**config.mk**
```make
export PLATFORM = sky130hd
export DESIGN_NAME = mmio_port_bridge_flat
export DESIGN_NICKNAME = d
export VERILOG_FILES = /design/src/rtl/mmio_pkg.sv /design/src/rtl/mmio_port_bridge_if.sv /design/src/rtl/mmio_sync_fifo.sv /design/src/rtl/mmio_port_bridge.sv /design/src/flat_wrapper.sv
export SDC_FILE = /design/constraint.sdc
export NUM_CORES = 1
export LEC_CHECK = 0
export BUFFER_PORTS_ARGS = -buffer_cell sky130_fd_sc_hd__buf_2
export CORE_AREA = 2 2 109 111
export CTS_CLUSTER_DIAMETER = 80
export DETAILED_ROUTE_END_ITERATION = 12
export DIE_AREA = 0 0 111 113
export PLACE_DENSITY = 0.84
export SLEW_MARGIN = 20
export SYNTH_ARGS = -nofsm -noshare
export SYNTH_HDL_FRONTEND = slang
export SYNTH_SLANG_ARGS = --single-unit
```
**constraint.sdc**
```tcl
create_clock -name clk -period 4.44 [get_ports clk]
set_input_delay 0.444 -clock clk [delete_from_list [all_inputs] [get_ports clk]]
set_output_delay 0.444 -clock clk [all_outputs]
set_load 0.02 [all_outputs]
```
**src/rtl/mmio_pkg.sv**
```systemverilog
// mmio_pkg: default MMIO addresses, status-word field positions and a clog2 helper
// Shared by the bridge, its interface and its output FIFO.
package mmio_pkg;
    localparam logic [31:0] OUT_ADDR_DEF  = 32'h1001_0024;
    localparam logic [31:0] IN_ADDR_DEF   = 32'h1001_0028;
    localparam logic [31:0] STAT_ADDR_DEF = 32'h1001_002C;
    localparam int STAT_EMPTY_BIT = 0;
    localparam int STAT_FULL_BIT  = 1;
    localparam int STAT_CNT_LSB   = 8;
    localparam int STAT_FLAG_LSB  = 16;
    function automatic int mmio_clog2(input int v);
        int r;
        r = 0;
        for (int i = 0; i < 31; i++) if ((1 << i) < v) r = i + 1;
        return r;
    endfunction
endpackage

```
**src/rtl/mmio_port_bridge_if.sv**
```systemverilog
// mmio_port_bridge_if: MEM-stage bus and PortOut stream between pipeline and bridge
// Pipeline side (master): drives Address, WriteData, MemWrite, MemRead, RAM_ReadData, out_ready.
// Bridge side (slave): drives RAM_MemWrite, RAM_MemRead, ReadData, Stall, PortOut, out_valid.
interface mmio_port_bridge_if #(parameter int DATA_WIDTH = 32);
    logic [31:0]           Address;
    logic [DATA_WIDTH-1:0] WriteData;
    logic                  MemWrite;
    logic                  MemRead;
    logic [DATA_WIDTH-1:0] RAM_ReadData;
    logic                  RAM_MemWrite;
    logic                  RAM_MemRead;
    logic [DATA_WIDTH-1:0] ReadData;
    logic                  Stall;
    logic [DATA_WIDTH-1:0] PortOut;
    logic                  out_valid;
    logic                  out_ready;
    modport master (
        output Address, WriteData, MemWrite, MemRead, RAM_ReadData, out_ready,
        input  RAM_MemWrite, RAM_MemRead, ReadData, Stall, PortOut, out_valid
    );
    modport slave (
        input  Address, WriteData, MemWrite, MemRead, RAM_ReadData, out_ready,
        output RAM_MemWrite, RAM_MemRead, ReadData, Stall, PortOut, out_valid
    );
endinterface

```
**src/rtl/mmio_sync_fifo.sv**
```systemverilog
// mmio_sync_fifo: synchronous FIFO feeding PortOut
// Ports: clk, reset (sync, active-high), push_i/din_i write side, pop_i read side,
// full_o/empty_o/count_o status, head_o = oldest entry or 0 when empty.
// Simultaneous push and pop on a full FIFO is legal: the pop frees the slot being written.
module mmio_sync_fifo
    import mmio_pkg::*;
#(
    parameter int DEPTH = 4,
    parameter int WIDTH = 32
) (
    input  logic                           clk,
    input  logic                           reset,
    input  logic                           push_i,
    input  logic                           pop_i,
    input  logic [WIDTH-1:0]               din_i,
    output logic                           full_o,
    output logic                           empty_o,
    output logic [mmio_clog2(DEPTH):0]     count_o,
    output logic [WIDTH-1:0]               head_o
);
    localparam int AW = mmio_clog2(DEPTH);
    logic [WIDTH-1:0] mem_q [DEPTH];
    logic [AW-1:0]    rd_q, rd_d, wr_q, wr_d;
    logic [AW:0]      cnt_q, cnt_d;
    always_comb begin
        rd_d  = pop_i ? rd_q + AW'(1) : rd_q;
        wr_d  = push_i ? wr_q + AW'(1) : wr_q;
        cnt_d = cnt_q + (AW+1)'(push_i) - (AW+1)'(pop_i);
    end
    always_ff @(posedge clk) begin
        if (reset) begin
            rd_q  <= '0;
            wr_q  <= '0;
            cnt_q <= '0;
        end else begin
            rd_q  <= rd_d;
            wr_q  <= wr_d;
            cnt_q <= cnt_d;
        end
    end
    // Storage needs no reset: head_o is forced to 0 whenever the FIFO is empty.
    always_ff @(posedge clk) begin
        if (push_i && !reset) mem_q[wr_q] <= din_i;
    end
    assign full_o  = cnt_q == (AW+1)'(DEPTH);
    assign empty_o = cnt_q == '0;
    assign count_o = cnt_q;
    assign head_o  = empty_o ? '0 : mem_q[rd_q];
endmodule

```
**src/rtl/mmio_port_bridge.sv**
```systemverilog
// mmio_port_bridge: MEM-stage bridge decoding word addresses to DataMemory RAM or MMIO ports
// Ports: clk, reset (sync, active-high), bus (mmio_port_bridge_if.slave: pipeline loads/stores,
// RAM strobes, ReadData, Stall, PortOut stream), PortIn (asynchronous external input).
// Stores to OUT_ADDR queue into a FIFO draining to PortOut; loads from IN_ADDR return the
// synchronized PortIn, loads from STAT_ADDR return flags/count/full/empty.
// Optional macro MMIO_EDGE_CAPTURE_EN adds rising-edge flags on PortIn, cleared by a STAT read.
module mmio_port_bridge
    import mmio_pkg::*;
#(
    parameter int          DATA_WIDTH = 32,
    parameter int          IN_WIDTH   = 8,
    parameter int          FIFO_DEPTH = 4,
    parameter logic [31:0] OUT_ADDR   = OUT_ADDR_DEF,
    parameter logic [31:0] IN_ADDR    = IN_ADDR_DEF,
    parameter logic [31:0] STAT_ADDR  = STAT_ADDR_DEF
) (
    input  logic                clk,
    input  logic                reset,
    mmio_port_bridge_if.slave   bus,
    input  logic [IN_WIDTH-1:0] PortIn
);
    localparam int AW = mmio_clog2(FIFO_DEPTH);
    logic                  hit_out, hit_in, hit_stat, hit_io;
    logic                  push, pop, full, empty, stall;
    logic [AW:0]           count;
    logic [DATA_WIDTH-1:0] head;
    logic [IN_WIDTH-1:0]   sync1_q, sync2_q, flags;
    logic [31:0]           stat;
    logic                  unused_addr_lsbs;
    assign unused_addr_lsbs = &{1'b0, bus.Address[1:0]};
    always_comb begin
        hit_out  = bus.Address[31:2] == OUT_ADDR[31:2];
        hit_in   = bus.Address[31:2] == IN_ADDR[31:2];
        hit_stat = bus.Address[31:2] == STAT_ADDR[31:2];
        hit_io   = hit_out | hit_in | hit_stat;
        pop      = ~empty & bus.out_ready;
        // A pop in the same cycle frees a slot, so a full FIFO only stalls without one.
        stall    = bus.MemWrite & hit_out & full & ~pop;
        push     = bus.MemWrite & hit_out & ~stall;
        stat     = '0;
        stat[STAT_FLAG_LSB +: 16] = 16'(flags);
        stat[STAT_CNT_LSB +: 8]   = 8'(count);
        stat[STAT_FULL_BIT]       = full;
        stat[STAT_EMPTY_BIT]      = empty;
    end
    mmio_sync_fifo #(.DEPTH(FIFO_DEPTH), .WIDTH(DATA_WIDTH)) u_fifo (
        .clk     (clk),
        .reset   (reset),
        .push_i  (push),
        .pop_i   (pop),
        .din_i   (bus.WriteData),
        .full_o  (full),
        .empty_o (empty),
        .count_o (count),
        .head_o  (head)
    );
    always_ff @(posedge clk) begin
        if (reset) begin
            sync1_q <= '0;
            sync2_q <= '0;
        end else begin
            sync1_q <= PortIn;
            sync2_q <= sync1_q;
        end
    end
`ifdef MMIO_EDGE_CAPTURE_EN
    logic [IN_WIDTH-1:0] sync3_q, flag_q, flag_d;
    // Clear applies first so a rising edge in the clearing cycle is still captured.
    always_comb flag_d = (flag_q & ~{IN_WIDTH{bus.MemRead & hit_stat}}) | (sync2_q & ~sync3_q);
    always_ff @(posedge clk) begin
        if (reset) begin
            sync3_q <= '0;
            flag_q  <= '0;
        end else begin
            sync3_q <= sync2_q;
            flag_q  <= flag_d;
        end
    end
    assign flags = flag_q;
`else
    assign flags = '0;
`endif
    assign bus.RAM_MemWrite = bus.MemWrite & ~hit_io;
    assign bus.RAM_MemRead  = bus.MemRead & ~hit_io;
    assign bus.ReadData     = hit_in ? DATA_WIDTH'(sync2_q) : hit_stat ? DATA_WIDTH'(stat) : bus.RAM_ReadData;
    assign bus.Stall        = stall;
    assign bus.PortOut      = head;
    assign bus.out_valid    = ~empty;
endmodule
```
**src/flat_wrapper.sv**
```systemverilog
// flat-port wrapper written by rule: the top's interface ports become plain ports
module mmio_port_bridge_flat import mmio_pkg::*;
#(
    parameter int          DATA_WIDTH = 32,
    parameter int          IN_WIDTH   = 8,
    parameter int          FIFO_DEPTH = 4,
    parameter logic [31:0] OUT_ADDR   = OUT_ADDR_DEF,
    parameter logic [31:0] IN_ADDR    = IN_ADDR_DEF,
    parameter logic [31:0] STAT_ADDR  = STAT_ADDR_DEF
)
  (clk, reset, PortIn, bus_Address, bus_WriteData, bus_MemWrite, bus_MemRead, bus_RAM_ReadData, bus_out_ready, bus_RAM_MemWrite, bus_RAM_MemRead, bus_ReadData, bus_Stall, bus_PortOut, bus_out_valid);
  mmio_port_bridge_if #(.DATA_WIDTH(DATA_WIDTH)) bus_i ();
  input  logic clk;
  input  logic reset;
  input  logic [IN_WIDTH-1:0] PortIn;
  input wire logic [$bits(bus_i.Address)-1:0] bus_Address;
  input wire logic [$bits(bus_i.WriteData)-1:0] bus_WriteData;
  input wire logic [$bits(bus_i.MemWrite)-1:0] bus_MemWrite;
  input wire logic [$bits(bus_i.MemRead)-1:0] bus_MemRead;
  input wire logic [$bits(bus_i.RAM_ReadData)-1:0] bus_RAM_ReadData;
  input wire logic [$bits(bus_i.out_ready)-1:0] bus_out_ready;
  output wire logic [$bits(bus_i.RAM_MemWrite)-1:0] bus_RAM_MemWrite;
  output wire logic [$bits(bus_i.RAM_MemRead)-1:0] bus_RAM_MemRead;
  output wire logic [$bits(bus_i.ReadData)-1:0] bus_ReadData;
  output wire logic [$bits(bus_i.Stall)-1:0] bus_Stall;
  output wire logic [$bits(bus_i.PortOut)-1:0] bus_PortOut;
  output wire logic [$bits(bus_i.out_valid)-1:0] bus_out_valid;
  assign bus_i.Address = bus_Address;
  assign bus_i.WriteData = bus_WriteData;
  assign bus_i.MemWrite = bus_MemWrite;
  assign bus_i.MemRead = bus_MemRead;
  assign bus_i.RAM_ReadData = bus_RAM_ReadData;
  assign bus_i.out_ready = bus_out_ready;
  assign bus_RAM_MemWrite = bus_i.RAM_MemWrite;
  assign bus_RAM_MemRead = bus_i.RAM_MemRead;
  assign bus_ReadData = bus_i.ReadData;
  assign bus_Stall = bus_i.Stall;
  assign bus_PortOut = bus_i.PortOut;
  assign bus_out_valid = bus_i.out_valid;
  mmio_port_bridge #(.DATA_WIDTH(DATA_WIDTH), .IN_WIDTH(IN_WIDTH), .FIFO_DEPTH(FIFO_DEPTH), .OUT_ADDR(OUT_ADDR), .IN_ADDR(IN_ADDR), .STAT_ADDR(STAT_ADDR)) u_core (.clk(clk), .reset(reset), .bus(bus_i), .PortIn(PortIn));
endmodule
```
# After elaboration in Yosys (flattened, before gate mapping)
# Memory sizes are Yosys's and may differ from the RTL's. A register that Yosys moved wholly into a read port is not among the register bits.
# Cells that the tools add are included.
[op_classes]
n_addsub = 4
mul = 0
n_div = 0
order_cmp = 0
eq_ne = 4
n_shift = 0
mux = 7
bitwise_logic = 13
n_reduce_logical = 3
[op_table]
columns = ["cell", "count"]
rows = [
  ["$mux 32", 3],
  ["$eq 30x27->1 const B", 3],
  ["$and 1x1->1", 7],
  ["$add 2x1->2 const B", 2],
  ["$mux 2", 2],
  ["$not 1->1", 4],
  ["$add 3x1->3", 1],
  ["$eq 3x3->1 const B", 1],
  ["$logic_not 3->1", 1],
  ["$sub 3x1->3", 1],
  ["$mux 1", 2],
  ["$or 1x1->1", 2],
  ["$logic_and 1x1->1", 1],
  ["$logic_not 1->1", 1],
]
[totals]
register_bits = 23
latchBits = 0
ram_bits = 128
romBits = 0
input_bits = 109
wordCells = 37
memories = 1
[memory_table]
columns = ["name", "words", "word_bits", "read_ports", "rd_ports_with_merged_regs", "wr", "line_no", "source"]
rows = [
  ["u_core.u_fifo.mem_q", 4, 32, 1, 1, 1, "mmio_sync_fifo.sv:22", "logic [WIDTH-1:0] mem_q [DEPTH];"],
]

# Logic depth before layout (Yosys ltp)
# Gate-level depths: netlist of the first run.
[depth]
word_depth = 10
ltp_mapped = 10
ltp_nobuf = 10

# Hierarchy
# From an unflattened synthesis of the first run, not the netlist that was laid out.
[hier_totals]
hier_cells = 351
hier_area_um2 = 6264.8
[modules_own_cells]
columns = ["module", "n_inst", "cells_each", "area_per_inst_um2", "seq_area_each_um2"]
rows = [
  ["mmio_sync_fifo", 1, 247, 5323.9, 4023.9],
  ["mmio_port_bridge", 1, 104, 940.9, 320.3],
]

# Least setup slack after synthesis of the first run
# OpenSTA, ideal clock, no wires.
[synth_timing]
path_type = "input to register"
startpoint = "input bus_Address[14]"
endpoint = "register u_core.u_fifo.cnt_q[2], in the netlist u_core.u_fifo.count_o[2]"
arrival_time_ns = 2.492
t_required_ns = 4.312
path_slack_ns = 1.820
path_stages = 10
path_cell_list = "nor4b_4 > nand4_4 > nor4_1 > mux2i_1 > ha_1 > inv_1 > fa_1 > xor2_1 > xnor2_1 > nor2_1"
[synth_via]
elab_chain_len = 8
[synth_rtl]
columns = ["element", "line_no", "source"]
rows = [
  ["start: declaration", "flat_wrapper.sv:16", "input wire logic [$bits(bus_i.Address)-1:0] bus_Address;"],
  ["$eq 30x27->1 (*)", "mmio_port_bridge.sv:32", "hit_out = bus.Address[31:2] == OUT_ADDR[31:2];"],
  ["$and 1x1->1 (*)", "mmio_port_bridge.sv:38, mmio_port_bridge.sv:39", ""],
  ["$and 1x1->1 (2 in series)", "mmio_port_bridge.sv:38", "stall = bus.MemWrite & hit_out & full & ~pop;"],
  ["$not 1->1", "mmio_port_bridge.sv:39", "push = bus.MemWrite & hit_out & ~stall;"],
  ["$and 1x1->1 (*)", "mmio_port_bridge.sv:39", ""],
  ["$add 3x1->3 (*)", "mmio_sync_fifo.sv:28", "cnt_d = cnt_q + (AW+1)'(push_i) - (AW+1)'(pop_i);"],
  ["$sub 3x1->3 (*)", "mmio_sync_fifo.sv:28", ""],
  ["end signal: assignment", "mmio_sync_fifo.sv:38", "cnt_q <= cnt_d;"],
  ["end: declaration", "mmio_sync_fifo.sv:24", "logic [AW:0] cnt_q, cnt_d;"],
]
# Every way passes the cells marked *; elsewhere a longest branch is shown, timed or not.
# A chain may end at the register's enable or synchronous reset.

==> metrics.cfg, run 1 <==
[timing]
max_freq_ghz = 0.334
worst_pin_slew_ns = 0.914
hold_viol = 0
holdWs_ns = 0.239
fin_skew_ns = 0.0110
finalSetupViolations = 0
fin_tns_setup_ns = 0
period_share = 0.674
layout_min_cycle_time_ns = 2.99
rsz0062_at_grt = no
maxSlewViolCount = 0
relSlewSlack = 0.382

[clock_network]
post_cts_buffers = 0
clockRootBuffer = clkbuf_16
cts_tree = done
cts_resized = 0
htreeDepth = 4
clk-insertion-delay-late_ns = 0.41
clkSlewWorstSetupHoldPaths_ns = 0.06
clkSinkCount = 153
cts_buffer_depth = 2
cts_buffers = 17
cts_hold_buf = 0

[place]
place_congestion = 0.786
hpwl_um = 7780
io_buffers = 174

[global_route]
grt_pass1_wl_um = 19100
first_global_vias = 3831
grt_max_degree = 36
grt.total_usage = 0.203
antenna_found_initial = 0
overflow = 0

[final_layout]
layout-drive-gt1-share = 0.470
num_antenna_cells = 0
nFillCells = 721
syn_to_final_growth_pct = 25.4
nets = 653

[drt]
routedWlPerCell_um = 17.0
first_pass_iters = 4
first_iter_violations = 138
ant_nets = 0
finalWirelength_um = 11800
drc = 0
vias_per_cell = 5.24
via_count = 3638

[synth]
yosysWarnings = 0
yosysTopAreaCellShare = 0.611
avgSynthCellArea_um2 = 17.6
syn_nets = 473
ys_ff_latch = 153
seq_area_frac_synth = 0.691
syn-instance-count = 358
synth_top_area_cell = edfxtp_1
synth_area_um2 = 6290
yosys.cell_types.count = 40
synthTopCellsByArea = edfxtp_1, mux4_2, dfxtp_1

[setup_path]
r2r_slack_ns = 1.97
crit_path_start_kind = register
endpoint_kind = output pin
worstRegToRegCells = 11
cp_max_fo = 23
cp.required_ns = 4.00
r2r-start = u_core.u_fifo.count_o[1]
endpoint = bus_PortOut[17]
critical_path_class = reg2out
arrival_ns = 2.55
r2r_end = u_core.u_fifo.count_o[2]

[power_and_ir_drop]
cellLeakagePower_nw = 3.03
vdd_drop_max_v = 0.000331
p_total_mw = 3.54
p_per_area_nw_per_um2 = 449

[floorplan]
pin_count = 177
rows = 39
die_h_um = 113
initial_core_util = 0.558
fp.dieArea_um2 = 12500
fp.dieW_um = 111
core_region_area_um2 = 11300

[worst_hold_path]
hp-start = PortIn[5]
min_path_type = in2reg

[outcome]
status = finished clean

[run]
maxCapViolations = 0

-- state kept, by name, indices dropped and copies added, names as in the netlist, named ones only --
register               cells
u_core.u_fifo.count_o      3
u_core.sync1_q             8
u_core.u_fifo.wr_q         2
u_core.sync2_q             8
u_core.u_fifo.mem_q      128
u_core.u_fifo.rd_q         2
-- cell usage in the layout (no fill, tap or decap), types with 3 or more instances in the layout --
cell type,instances
nor2b_1,45
nor2_1,10
ha_1,5
clkinv_4,3
clkbuf_16,20
nand2_1,5
nor4_1,3
mux4_2,32
buf_4,3
dfxtp_1,23
mux2_2,3
mux2_1,5
mux2i_1,6
xor2_1,3
clkinv_2,3
edfxtp_1,128
inv_1,9
buf_2,174
and2_1,32
and2_2,4
-- kinds of logic after synthesis --
| logic type | share of synthesized area |
|---|---|
| DFF | 0.691 |
| muxes | 0.138 |
| xor gates and xnor gates | 0.00557 |
| AOI/OAI and AO/OA | 0.00537 |
| buffers and inverters | 0.0175 |
| adders and majority gates | 0.0131 |
| and+or+nand+nor | 0.129 |
-- Yosys cell counts, drive strengths merged --
cell and instances:
edfxtp 128, nor2b 45, and2 36, mux4 32
dfxtp 25, nor2 10, inv 9, buf 8
clkbuf 8, mux2 8, mux2i 6, nor4 6
ha 5, nand2 5, nor4b 4, nor3 3
xor2 3, nand2b 2, nand3 2, nand4 2
o21a 2, a21oi 1, a31oi 1, and3b 1
fa 1, nor3b 1, o31ai 1, or2 1
or4 1, xnor2 1
-- stage by stage --
step / util / cell area, um^2 / setup WS [ns] / instances
after global routing: 0.700 / 7890 / 1.22 / 694
after global placement: 0.647 / 7290 / 1.53 / 662
after CTS: 0.700 / 7890 / 1.33 / 694
after floorplan: - / 6290 / 1.82 / 358
final: 0.700 / 7890 / 1.45 / 694
after detailed placement: 0.647 / 7290 / 1.41 / 662
-- worst min-delay path by stage --
stage                           endpoint  slack [ns]  cells after the start
2_1_floorplan          u_core.sync2_q[0]        0.41                      1
3_3_place_gp           u_core.sync2_q[2]        0.42                      1
3_5_place_dp           u_core.sync2_q[1]        0.43                      1
4_1_cts        u_core.u_fifo.mem_q[1][4]        0.23                      1
5_1_grt        u_core.u_fifo.mem_q[1][4]        0.22                      1
6_report               u_core.sync1_q[5]        0.24                      2
-- final cells by class --
class	count	area, um^2	share of cell area
Timing Repair Buffer	177	893	0.113
Sequential cell	153	4350	0.551
Tap cell	143	179	0.0227
Multi-Input combinational cell	180	1840	0.234
Inverter	9	33.8	0.00428
Clock buffer	24	538	0.0682
Clock inverter	8	53.8	0.00682
-- critical path, cell delays in order (launching register included) --
cell and delay, ns:
dfxtp_2 0.90, buf_4 0.38, mux4_2 0.54, and2_1 0.17, buf_2 0.15
-- per-layer routing --
layer  global-route usage  share of wire  vias up
li1                     -              -     1717
met1                0.234           0.38     1764
met4               0.0575         0.0063        0
met2                0.357           0.53      151
met3               0.0777          0.083        6
met5                    0              0        -
-- where the power goes --
| part | leakage [nW] | total (mW) | internal (mW) | switching, mW |
|---|---|---|---|---|
| Sequential | 1.36 | 1.60 | 1.57 | 0.0283 |
| Clock | 0.302 | 1.38 | 0.849 | 0.527 |
| Combinational | 1.37 | 0.566 | 0.235 | 0.331 |
Power figures use the tool's default switching activity.
==> run 2: changes to the inputs <==
Settings changed: ABC_AREA set to 1, CORE_AREA 2 2 109 111 to 2 2 116 118, DIE_AREA 0 0 111 113 to 0 0 118 120, PLACE_DENSITY 0.84 to 0.77.
Clock period 4.44 ns to 3.09 ns, I/O delays scaled along.
==> run 2 against run 1 <==
Clock power up 36%. Cell count up 47%. Area after synthesis up 3.7%. Critical endpoint is now bus_PortOut[23]. Largest cell class unchanged.
==> metrics.cfg, run 2 <==
[global_route]
grt.total_usage = 0.206  ; was 0.203
grt_max_degree = 39  ; was 36
antenna_found_initial = 0  ; unchanged
grt_pass1_wl_um = 22400  ; was 19100 um
overflow = 0  ; unchanged
first_global_vias = 4685  ; was 3831

[synth]
synth_simple_gate_area_frac = 0.184  ; was 0.129
synth_compound_area_frac = 0.0821  ; was 0.00537
yosys.cell_types.count = 27  ; was 40
async_reset_ff_frac = 0  ; unchanged
synthTopCellsByCount = nor2_1, edfxtp_1, o21ai_0, nand2_1, inv_1  ; was edfxtp_1, nor2b_1, and2_1, mux4_2, dfxtp_1
avgSynthCellArea_um2 = 9.98  ; was 17.6 um^2
yosysWarnings = 0  ; unchanged
synth_ff_type = edfxtp_1  ; unchanged
muxShareOfSynthArea = 0  ; was 0.138
syn_nets = 769  ; was 473
synth_top_family_by_area = simple AND/OR/NAND/NOR gates  ; was multiplexers
synth_top_area_cell = edfxtp_1  ; unchanged
seq_area_frac_synth = 0.666  ; was 0.691
synth-edff-count = 128  ; unchanged
synth_most_common_cell = nor2_1  ; was edfxtp_1
synth_area_um2 = 6530  ; was 6290 um^2
synthTopCellsByArea = edfxtp_1, nor2_1, dfxtp_1  ; was edfxtp_1, mux4_2, dfxtp_1
ys_ff_latch = 153  ; unchanged
yosysTopAreaCellShare = 0.589  ; was 0.611
synthAdderAreaFrac = 0.0127  ; was 0.0131
syn-instance-count = 654  ; was 358
synthXorXnorAreaFrac = 0.00134  ; was 0.00557

[final_layout]
nets = 944  ; was 653
largest_reg_flops = 128  ; unchanged
top_regs = u_core.u_fifo.mem_q x128, u_core.sync1_q x8, u_core.sync2_q x8  ; unchanged
stdcell_count = 1018  ; was 694
top_register = u_core.u_fifo.mem_q  ; unchanged
final_area_um2 = 8170  ; was 7890 um^2
num_antenna_cells = 0  ; unchanged
syn_to_final_growth_pct = 25.2  ; was 25.4%
layout-drive-gt1-share = 0.277  ; was 0.470
utilization = 0.629  ; was 0.700
final_cell_mix = nor2_1, buf_2, edfxtp_1  ; was buf_2, edfxtp_1, nor2b_1
final_common_cell = nor2_1  ; was buf_2

[timing]
worst_pin_slew_ns = 0.591  ; was 0.914 ns
setup_ws_ns = 0.627  ; was 1.45 ns
fin_tns_setup_ns = 0  ; unchanged
maxSlewViolCount = 0  ; unchanged
max_freq_ghz = 0.406
finalSetupViolations = 0  ; unchanged
hold_viol = 0  ; unchanged
relSlewSlack = 0.606  ; was 0.382
fin_skew_ns = 0.00827  ; was 0.0110 ns
rsz0062_at_grt = no  ; unchanged
holdWs_ns = 0.0922  ; was 0.239 ns
layout_min_cycle_time_ns = 2.46
period_share = 0.797

[setup_path]
crit_path_start_kind = register  ; unchanged
arrival_ns = 2.15  ; was 2.55 ns
endpoint_kind = output pin  ; unchanged
cp.required_ns = 2.78  ; was 4.00 ns
critical_path_class = reg2out  ; unchanged
cp_max_fo = 32  ; was 23

[clock_network]
cts_tree = done  ; unchanged
clockRootBuffer = clkbuf_16  ; unchanged
htreeDepth = 4  ; unchanged
cts_buffers = 17  ; unchanged
cts_resized = 0  ; unchanged
clk-insertion-delay-late_ns = 0.41  ; about the same
clkSinkCount = 153  ; unchanged
cts_hold_buf = 0  ; unchanged
clkSlewWorstSetupHoldPaths_ns = 0.06  ; about the same
post_cts_buffers = 0  ; unchanged
cts_buffer_depth = 2  ; unchanged

[drt]
vias_per_cell = 4.82  ; was 5.24
ant_nets = 0  ; unchanged
first_iter_violations = 304  ; was 138
via_count = 4903  ; was 3638
drc = 0  ; unchanged
finalWirelength_um = 14100  ; was 11800 um
routedWlPerCell_um = 13.8  ; was 17.0 um
first_pass_iters = 4  ; unchanged

[place]
place_area_um2 = 7620  ; was 7290 um^2
place_congestion = 0.827  ; was 0.786
hpwl_um = 8860  ; was 7780 um
dp_slack_ns = 0.669  ; was 1.41 ns
io_buffers = 174  ; unchanged
place_inst = 986  ; was 662

[floorplan]
core_region_area_um2 = 13000  ; was 11300 um^2
fp.dieW_um = 118  ; was 111 um
initial_core_util = 0.503  ; was 0.558
fp.dieArea_um2 = 14200  ; was 12500 um^2
pin_count = 177  ; unchanged
die_h_um = 120  ; was 113 um
rows = 42  ; was 39

[outcome]
status = finished clean  ; unchanged

[run]
maxCapViolations = 0  ; unchanged

[worst_hold_path]
min_path_type = in2reg  ; unchanged

[power_and_ir_drop]
cellLeakagePower_nw = 3.41  ; was 3.03 nW
p_total_mw = 5.85  ; was 3.54 mW
p_per_area_nw_per_um2 = 716  ; was 449 nW/um^2
vdd_drop_max_v = 0.000312  ; was 0.000331 V

run 2: cell count changes after synthesis, sizes merged, moves of 9 or more:
cell and change:
a21oi +35, and2 -36, buf +9, inv +42, mux4 -32, nand2 +61
nand3 +11, nor2 +204, nor2b -45, o21ai +71
run 2: final timing paths:
check | start | slack (ns) | end | cells past startpoint
worst max-delay path | register | 0.63 | bus_PortOut[23] | 5
worst max register to register | u_core.u_fifo.count_o[1] | 0.96 | u_core.u_fifo.mem_q[3][8] | 5
worst min-delay path | PortIn[5] | 0.09 | u_core.sync1_q[5] | 3
worst min register to register | u_core.sync1_q[7] | 0.40 | u_core.sync2_q[7] | 2
run 2: critical path, cell delays in order, from the launching register on:
cell and delay (ns):
dfxtp_2 0.71, clkinv_1 0.18, buf_4 0.27, o21ai_0 0.26
a21oi_1 0.12, buf_2 0.19
run 2: final cells by class:
type	count	area [um^2]
fillers	1066	4810
flip-flops and latches	153	4350
multi-input cells	417	1860
repair buffers	188	1000
clock buffers	17	425
well taps	176	220
inverters	52	195
clock inverters	15	119
run 2: layer usage:
metal,vias to the layer above,global-route usage,wire [um]
li1,2514,-,-
met1,2223,0.242,6050
met2,154,0.371,7070
met3,12,0.0504,832
met4,0,0.0640,121
met5,-,0,0
run 2: cell families (layout without fill, tap and decap cells):
group | after synthesis | count (layout)
AO/OA/AOI/OAI | 107 | 107
XOR/XNOR | 1 | 1
adder cells (fa/ha/maj) | 6 | 6
buffers and inverters | 84 | 272
flip-flops | 153 | 153
AND/OR/NAND/NOR | 303 | 303
run 2: power by group:
group	leakage (nW)	internal (mW)	switching [mW]
registers	1.36	2.27	0.0793
clock network	0.264	1.05	0.837
logic	1.79	0.522	1.09
total	3.41	3.84	2.01
